--- src/rtl/tbird_pkg.sv ---
// Shared types for the Thunderbird tail-lamp blocks: the granted mode encoding
// and the request arbitration rule used at every decision point.
package tbird_pkg;

    typedef enum logic [1:0] {
        IDLE   = 2'd0,
        LEFT   = 2'd1,
        RIGHT  = 2'd2,
        HAZARD = 2'd3
    } mode_t;

    // Both turn requests together are treated as a hazard request.
    function automatic mode_t arbitrate(input logic left, input logic right, input logic hazard);
        if (hazard || (left && right))
            return HAZARD;
        else if (left)
            return LEFT;
        else if (right)
            return RIGHT;
        else
            return IDLE;
    endfunction

endpackage

--- src/rtl/tbird_signal_ctrl_if.sv ---
// Request and command bundle between the driver-side requests, the signal
// controller and the lamp FSM.
interface tbird_signal_ctrl_if #(
    parameter int STEP_W = 2
);
    import tbird_pkg::*;

    logic              req_left;
    logic              req_right;
    logic              req_hazard;
    logic              tick;
    logic              cmd_left;
    logic              cmd_right;
    mode_t             mode;
    logic [STEP_W-1:0] seq_step;
    logic              busy;

    modport master (
        output req_left, req_right, req_hazard,
        input  tick, cmd_left, cmd_right, mode, seq_step, busy
    );

    modport slave (
        input  req_left, req_right, req_hazard,
        output tick, cmd_left, cmd_right, mode, seq_step, busy
    );

endinterface

--- src/rtl/tbird_prescaler.sv ---
// Lamp tick generator: a free-running 0..TICK_DIV-1 counter whose last count
// is decoded into a one-cycle clock-enable pulse.
module tbird_prescaler #(
    parameter int TICK_DIV = 4
) (
    input  logic clk,
    input  logic reset,
    output logic tick
);
    localparam int CNT_W = (TICK_DIV > 1) ? $clog2(TICK_DIV) : 1;
    localparam logic [CNT_W-1:0] CNT_LAST = CNT_W'(TICK_DIV - 1);

    logic [CNT_W-1:0] div_cnt;

    always_ff @(posedge clk or posedge reset) begin
        if (reset)
            div_cnt <= '0;
        else if (div_cnt == CNT_LAST)
            div_cnt <= '0;
        else
            div_cnt <= div_cnt + CNT_W'(1);
    end

    // Decoded from the register so the first tick lands TICK_DIV-1 cycles after reset.
    assign tick = (div_cnt == CNT_LAST);

endmodule

--- src/rtl/tbird_signal_ctrl.sv ---
// Request arbiter and sequencer in front of the tail-lamp FSM; direction changes
// are only granted at blink-sequence boundaries so a sweep is never cut short.
//
//   state  | meaning
//   IDLE   | no lamp activity; every tick is a decision point
//   LEFT   | left sweep in progress, seq_step advances per tick
//   RIGHT  | right sweep in progress, seq_step advances per tick
//   HAZARD | both sides sweep together
module tbird_signal_ctrl
    import tbird_pkg::*;
#(
    parameter int TICK_DIV = 4,
    parameter int SEQ_LEN  = 4
) (
    input  logic                clk,
    input  logic                reset,
    tbird_signal_ctrl_if.slave  bus
);
    localparam int STEP_W = $clog2(SEQ_LEN);
    localparam logic [STEP_W-1:0] STEP_LAST = STEP_W'(SEQ_LEN - 1);

    logic              tick;
    mode_t             mode_q;
    mode_t             mode_d;
    logic [STEP_W-1:0] step_q;
    logic [STEP_W-1:0] step_d;
    logic              cmd_left_q;
    logic              cmd_right_q;
    logic              busy_q;

    tbird_prescaler #(
        .TICK_DIV (TICK_DIV)
    ) u_prescaler (
        .clk   (clk),
        .reset (reset),
        .tick  (tick)
    );

    always_ff @(posedge clk or posedge reset) begin
        if (reset) begin
            mode_q      <= IDLE;
            step_q      <= '0;
            cmd_left_q  <= 1'b0;
            cmd_right_q <= 1'b0;
            busy_q      <= 1'b0;
        end else begin
            mode_q      <= mode_d;
            step_q      <= step_d;
            cmd_left_q  <= (mode_d == LEFT)  || (mode_d == HAZARD);
            cmd_right_q <= (mode_d == RIGHT) || (mode_d == HAZARD);
            busy_q      <= (mode_d != IDLE);
        end
    end

    // Requests only matter in tick cycles; a dropped request still finishes its sweep.
    always_comb begin
        mode_d = mode_q;
        step_d = step_q;
        if (tick) begin
            if ((mode_q == IDLE) || (step_q == STEP_LAST)) begin
                step_d = '0;
                mode_d = arbitrate(bus.req_left, bus.req_right, bus.req_hazard);
            end else begin
                step_d = step_q + STEP_W'(1);
            end
        end
    end

    assign bus.tick      = tick;
    assign bus.mode      = mode_q;
    assign bus.seq_step  = step_q;
    assign bus.cmd_left  = cmd_left_q;
    assign bus.cmd_right = cmd_right_q;
    assign bus.busy      = busy_q;

endmodule

--- src/flat_wrapper.sv ---
// flat-port wrapper written by rule: the top's interface ports become plain ports
module tbird_signal_ctrl_flat import tbird_pkg::*;
#(
    parameter int TICK_DIV = 4,
    parameter int SEQ_LEN  = 4
)
  (clk, reset, bus_req_left, bus_req_right, bus_req_hazard, bus_tick, bus_cmd_left, bus_cmd_right, bus_mode, bus_seq_step, bus_busy);
  tbird_signal_ctrl_if #(.STEP_W((2))) bus_i ();
  input  logic clk;
  input  logic reset;
  input wire logic [$bits(bus_i.req_left)-1:0] bus_req_left;
  input wire logic [$bits(bus_i.req_right)-1:0] bus_req_right;
  input wire logic [$bits(bus_i.req_hazard)-1:0] bus_req_hazard;
  output wire logic [$bits(bus_i.tick)-1:0] bus_tick;
  output wire logic [$bits(bus_i.cmd_left)-1:0] bus_cmd_left;
  output wire logic [$bits(bus_i.cmd_right)-1:0] bus_cmd_right;
  output wire logic [$bits(bus_i.mode)-1:0] bus_mode;
  output wire logic [$bits(bus_i.seq_step)-1:0] bus_seq_step;
  output wire logic [$bits(bus_i.busy)-1:0] bus_busy;
  assign bus_i.req_left = bus_req_left;
  assign bus_i.req_right = bus_req_right;
  assign bus_i.req_hazard = bus_req_hazard;
  assign bus_tick = bus_i.tick;
  assign bus_cmd_left = bus_i.cmd_left;
  assign bus_cmd_right = bus_i.cmd_right;
  assign bus_mode = bus_i.mode;
  assign bus_seq_step = bus_i.seq_step;
  assign bus_busy = bus_i.busy;
  tbird_signal_ctrl #(.TICK_DIV(TICK_DIV), .SEQ_LEN(SEQ_LEN)) u_core (.clk(clk), .reset(reset), .bus(bus_i));
endmodule
--- config.mk ---
export PLATFORM = sky130hd
export DESIGN_NAME = tbird_signal_ctrl_flat
export DESIGN_NICKNAME = d
export VERILOG_FILES = /design/src/rtl/tbird_pkg.sv /design/src/rtl/tbird_signal_ctrl_if.sv /design/src/rtl/tbird_prescaler.sv /design/src/rtl/tbird_signal_ctrl.sv /design/src/flat_wrapper.sv
export SDC_FILE = /design/constraint.sdc
export NUM_CORES = 1
export LEC_CHECK = 0
export ABC_AREA = 1
export ABC_CLOCK_PERIOD_IN_PS = 1100
export CORE_AREA = 2 2 39 41
export CTS_CLUSTER_SIZE = 25
export DETAILED_ROUTE_END_ITERATION = 8
export DIE_AREA = 0 0 41 43
export DONT_BUFFER_PORTS = 1
export GPL_TIMING_DRIVEN = 0
export PLACE_DENSITY = 0.49
export SLEW_MARGIN = 40
export SYNTH_ARGS = -nofsm -noshare
export SYNTH_HDL_FRONTEND = slang
export SYNTH_HIERARCHICAL = 1
export SYNTH_SLANG_ARGS = --single-unit
--- constraint.sdc ---
create_clock -name clk -period 1.1 [get_ports clk]
set_clock_uncertainty 0.2 [all_clocks]
set_input_delay 0.11 -clock clk [delete_from_list [all_inputs] [get_ports clk]]
set_output_delay 0.11 -clock clk [all_outputs]
set_load 0.005 [all_outputs]
==> metrics <==
Final Hold Viols=0; top cells by area, synth=dfrtp_1, inv_1, nand2_2; Yosys reg bits=8; crit path DAT=1.25 ns; Final Util=38.9%; WL final=754 um; Max Cap Viol=0; met2 WL=401 um; met1 WL=309 um; Cell variety after synth=11; Clk pin slew, worst setup/hold paths=0.05 ns; PnR worst setup slack=-0.214 ns; P_leak=0.000240 uW; Clock Latency Late Sink=0.24 ns; H-tree depth reported by CTS=1; Max IR drop VDD=0.000641 V; DIE HEIGHT=43 um; critical path startpoint category=flip-flop; cell area after layout=538 sq um; final setup fails=9; Synth top area share=54.8%; Placed Instance Area=388 sq um; pin count of the biggest net entering global routing=7; YS warnings=6; GRT overflow=0; slew margin rel.=83.8%; initial antenna violation count=0; max frequency=761 MHz; Post-synth top cells=inv_1, dfrtp_1, nand2_2, nor2_1, nand2_1; die area=1760 sq um; vias in the first global route=277; ant diodes=0; syn nets=45; Detail Route Antenna Nets=0; Synth-to-Final Area Change=47.3%; worst-margin pin slew=0.243 ns; worst endpoint required time=1.04 ns; CTS tree=yes; Met3 Wirelength=43 um; Avg WL per Cell=11.6 um; clock buffer depth=2; detailed placement HPWL=506 um; WS Path Type=reg -> reg; Tightest Hold Check Type=in -> async; pwr dens=2140 nW/um^2; core area=1380 sq um; total CTS buffers=3; top-count cell post-synth=inv_1; failing checks=negative setup slack; die width=41 um; Synth area leader=dfrtp_1; crit path capture type=flip-flop; Post-Syn Area per Cell=9.61 sq um; GPL Wtd Cong=0.585; Total Nets Final=58; RSZ-0062 raised after global routing=true; All-Layer GR Usage=10.4%; Clock Sinks=8; number of flops mapped to enable cells by yosys=0; drt drc=0; dominant synthesized flop cell=dfrtp_1; drt pass-1 iters=2; Seq/Total Area, Yosys=54.8%; Core Rows=14; Top Layer Used=met3; filler cell count=141; IO Pins=13; status=finished, violations left; Crit Path Max Fanout=5; max-slew violations=0; Root Driver=clkbuf_4; first-pass GRT wire length=1140 um; fin crit share=119%; Syn Inst Count=38; placed cell count=54; I/O Buffers=0; post-synthesis async set-or-reset flop share=100%; Initial DRC Count=3; vias=280; Final min period=1.31 ns; vias per std cell=4.31; initial core utilization=26.4%; share of cells above drive strength 1=46.9%; WHS=0.0470 ns; synthesized area=365 sq um; fin cells=65
==> per-stage QoR <==
step                      total power, uW  setup WS [ns]  setup TNS, ns
after CTS                            1100         -0.207          -1.22
after detailed placement              809         -0.245          -1.27
after global placement                797         -0.213          -1.07
final                                1150         -0.214          -1.15
after floorplan                       738         -0.133         -0.630
after global routing                 1260         -0.268          -1.66
==> final cells by class <==
cell class	instances	area (sq um)	share of cell area, %
flip-flops and latches	8	203	37.7
multi-input cells	19	171	31.9
repair buffers	8	72.6	13.5
inverters	10	37.5	6.98
clock buffers	3	22.5	4.19
well taps	16	20.0	3.72
plain buffers	1	11.3	2.09
==> state kept, by name (all words and copies together) (netlist names) <==
name                        count
u_core/bus.mode                 2
u_core/bus.seq_step             2
u_core/u_prescaler/div_cnt      2
u_core/bus.busy                 1
u_core/bus.cmd_left             1
==> layer usage <==
layer	GRT usage, %	vias up
met5	0	-
met4	8.00	0
met3	4.71	0
met2	15.0	8
met1	11.3	139
li1	-	133
==> worst max-delay path, cell delays in order, from the launching register on <==
cell and delay [ns]:
dfrtp_2 0.44, ha_4 0.17, inv_2 0.05, o21ai_4 0.08, nand2_2 0.08, nand2_2 0.06
nand2_4 0.07, inv_1 0.05
==> cells in the final DEF (no fill, tap or decap) <==
cell | synthesis | routed
nor2_1 | 4 | 2
nand3_2 | 0 | 1
nand2_2 | 5 | 4
nor2_4 | 0 | 1
o22ai_2 | 0 | 1
dfrtp_1 | 8 | 6
nor2_2 | 0 | 1
nand2_1 | 3 | 3
o21ai_1 | 0 | 1
nand2_4 | 0 | 1
inv_1 | 10 | 8
o21ai_4 | 1 | 1
clkbuf_4 | 0 | 3
ha_4 | 0 | 2
buf_4 | 1 | 3
buf_6 | 0 | 1
inv_2 | 0 | 2
dlygate4sd3_1 | 0 | 5
dfrtp_2 | 0 | 2
nand3_1 | 2 | 1
==> path summary, 6_finish.rpt <==
kind	end	start	slack (ns)	cells past startpoint
setup / recovery	u_core/bus.mode[0]$_DFF_PP0_	u_core/bus.seq_step[0]$_DFFE_PP0P_	-0.21	7
hold / removal	u_core/bus.mode[0]$_DFF_PP0_	reset	0.05	2
setup reg to reg	u_core/bus.mode[0]$_DFF_PP0_	u_core/bus.seq_step[0]$_DFFE_PP0P_	-0.21	7
hold reg to reg	u_core/u_prescaler/div_cnt[1]$_DFF_PP0_	u_core/u_prescaler/div_cnt[1]$_DFF_PP0_	0.33	1
max in group asynchronous	u_core/u_prescaler/div_cnt[1]$_DFF_PP0_	reset	0.04	3
min in group clk	u_core/u_prescaler/div_cnt[1]$_DFF_PP0_	u_core/u_prescaler/div_cnt[1]$_DFF_PP0_	0.33	1
==> where the power goes <==
| group | leakage (uW) | internal [uW] | switching (uW) | total (uW) |
|---|---|---|---|---|
| sequential | 0.0000840 | 393 | 128 | 521 |
| clock | 0.0000138 | 124 | 89.9 | 214 |
| combinational | 0.000142 | 211 | 207 | 419 |
| total | 0.000240 | 728 | 426 | 1150 |
==> cell families (layout without fill, tap and decap cells) <==
| kind of cell | Yosys count | in the layout | synth area share, % |
|---|---|---|---|
| simple gates | 14 | 14 | 18.5 |
| buf+inv | 11 | 22 | 12.3 |
| flops | 8 | 8 | 54.8 |
| compound gates | 3 | 3 | 7.54 |
| fa+ha+maj | 2 | 2 | 6.85 |
==> repair_timing <==
| item | in CTS | in global routing |
|---|---|---|
| endpoints found under the hold margin | 12 | 0 |
| hold buffers | 5 | 0 |
| gates resized for setup | 7 | 9 |
| setup endpoints to repair | 9 | 9 |
| setup buffers | 3 | 0 |
| pin swaps | 2 | 2 |
Power figures use the tool's default switching activity.
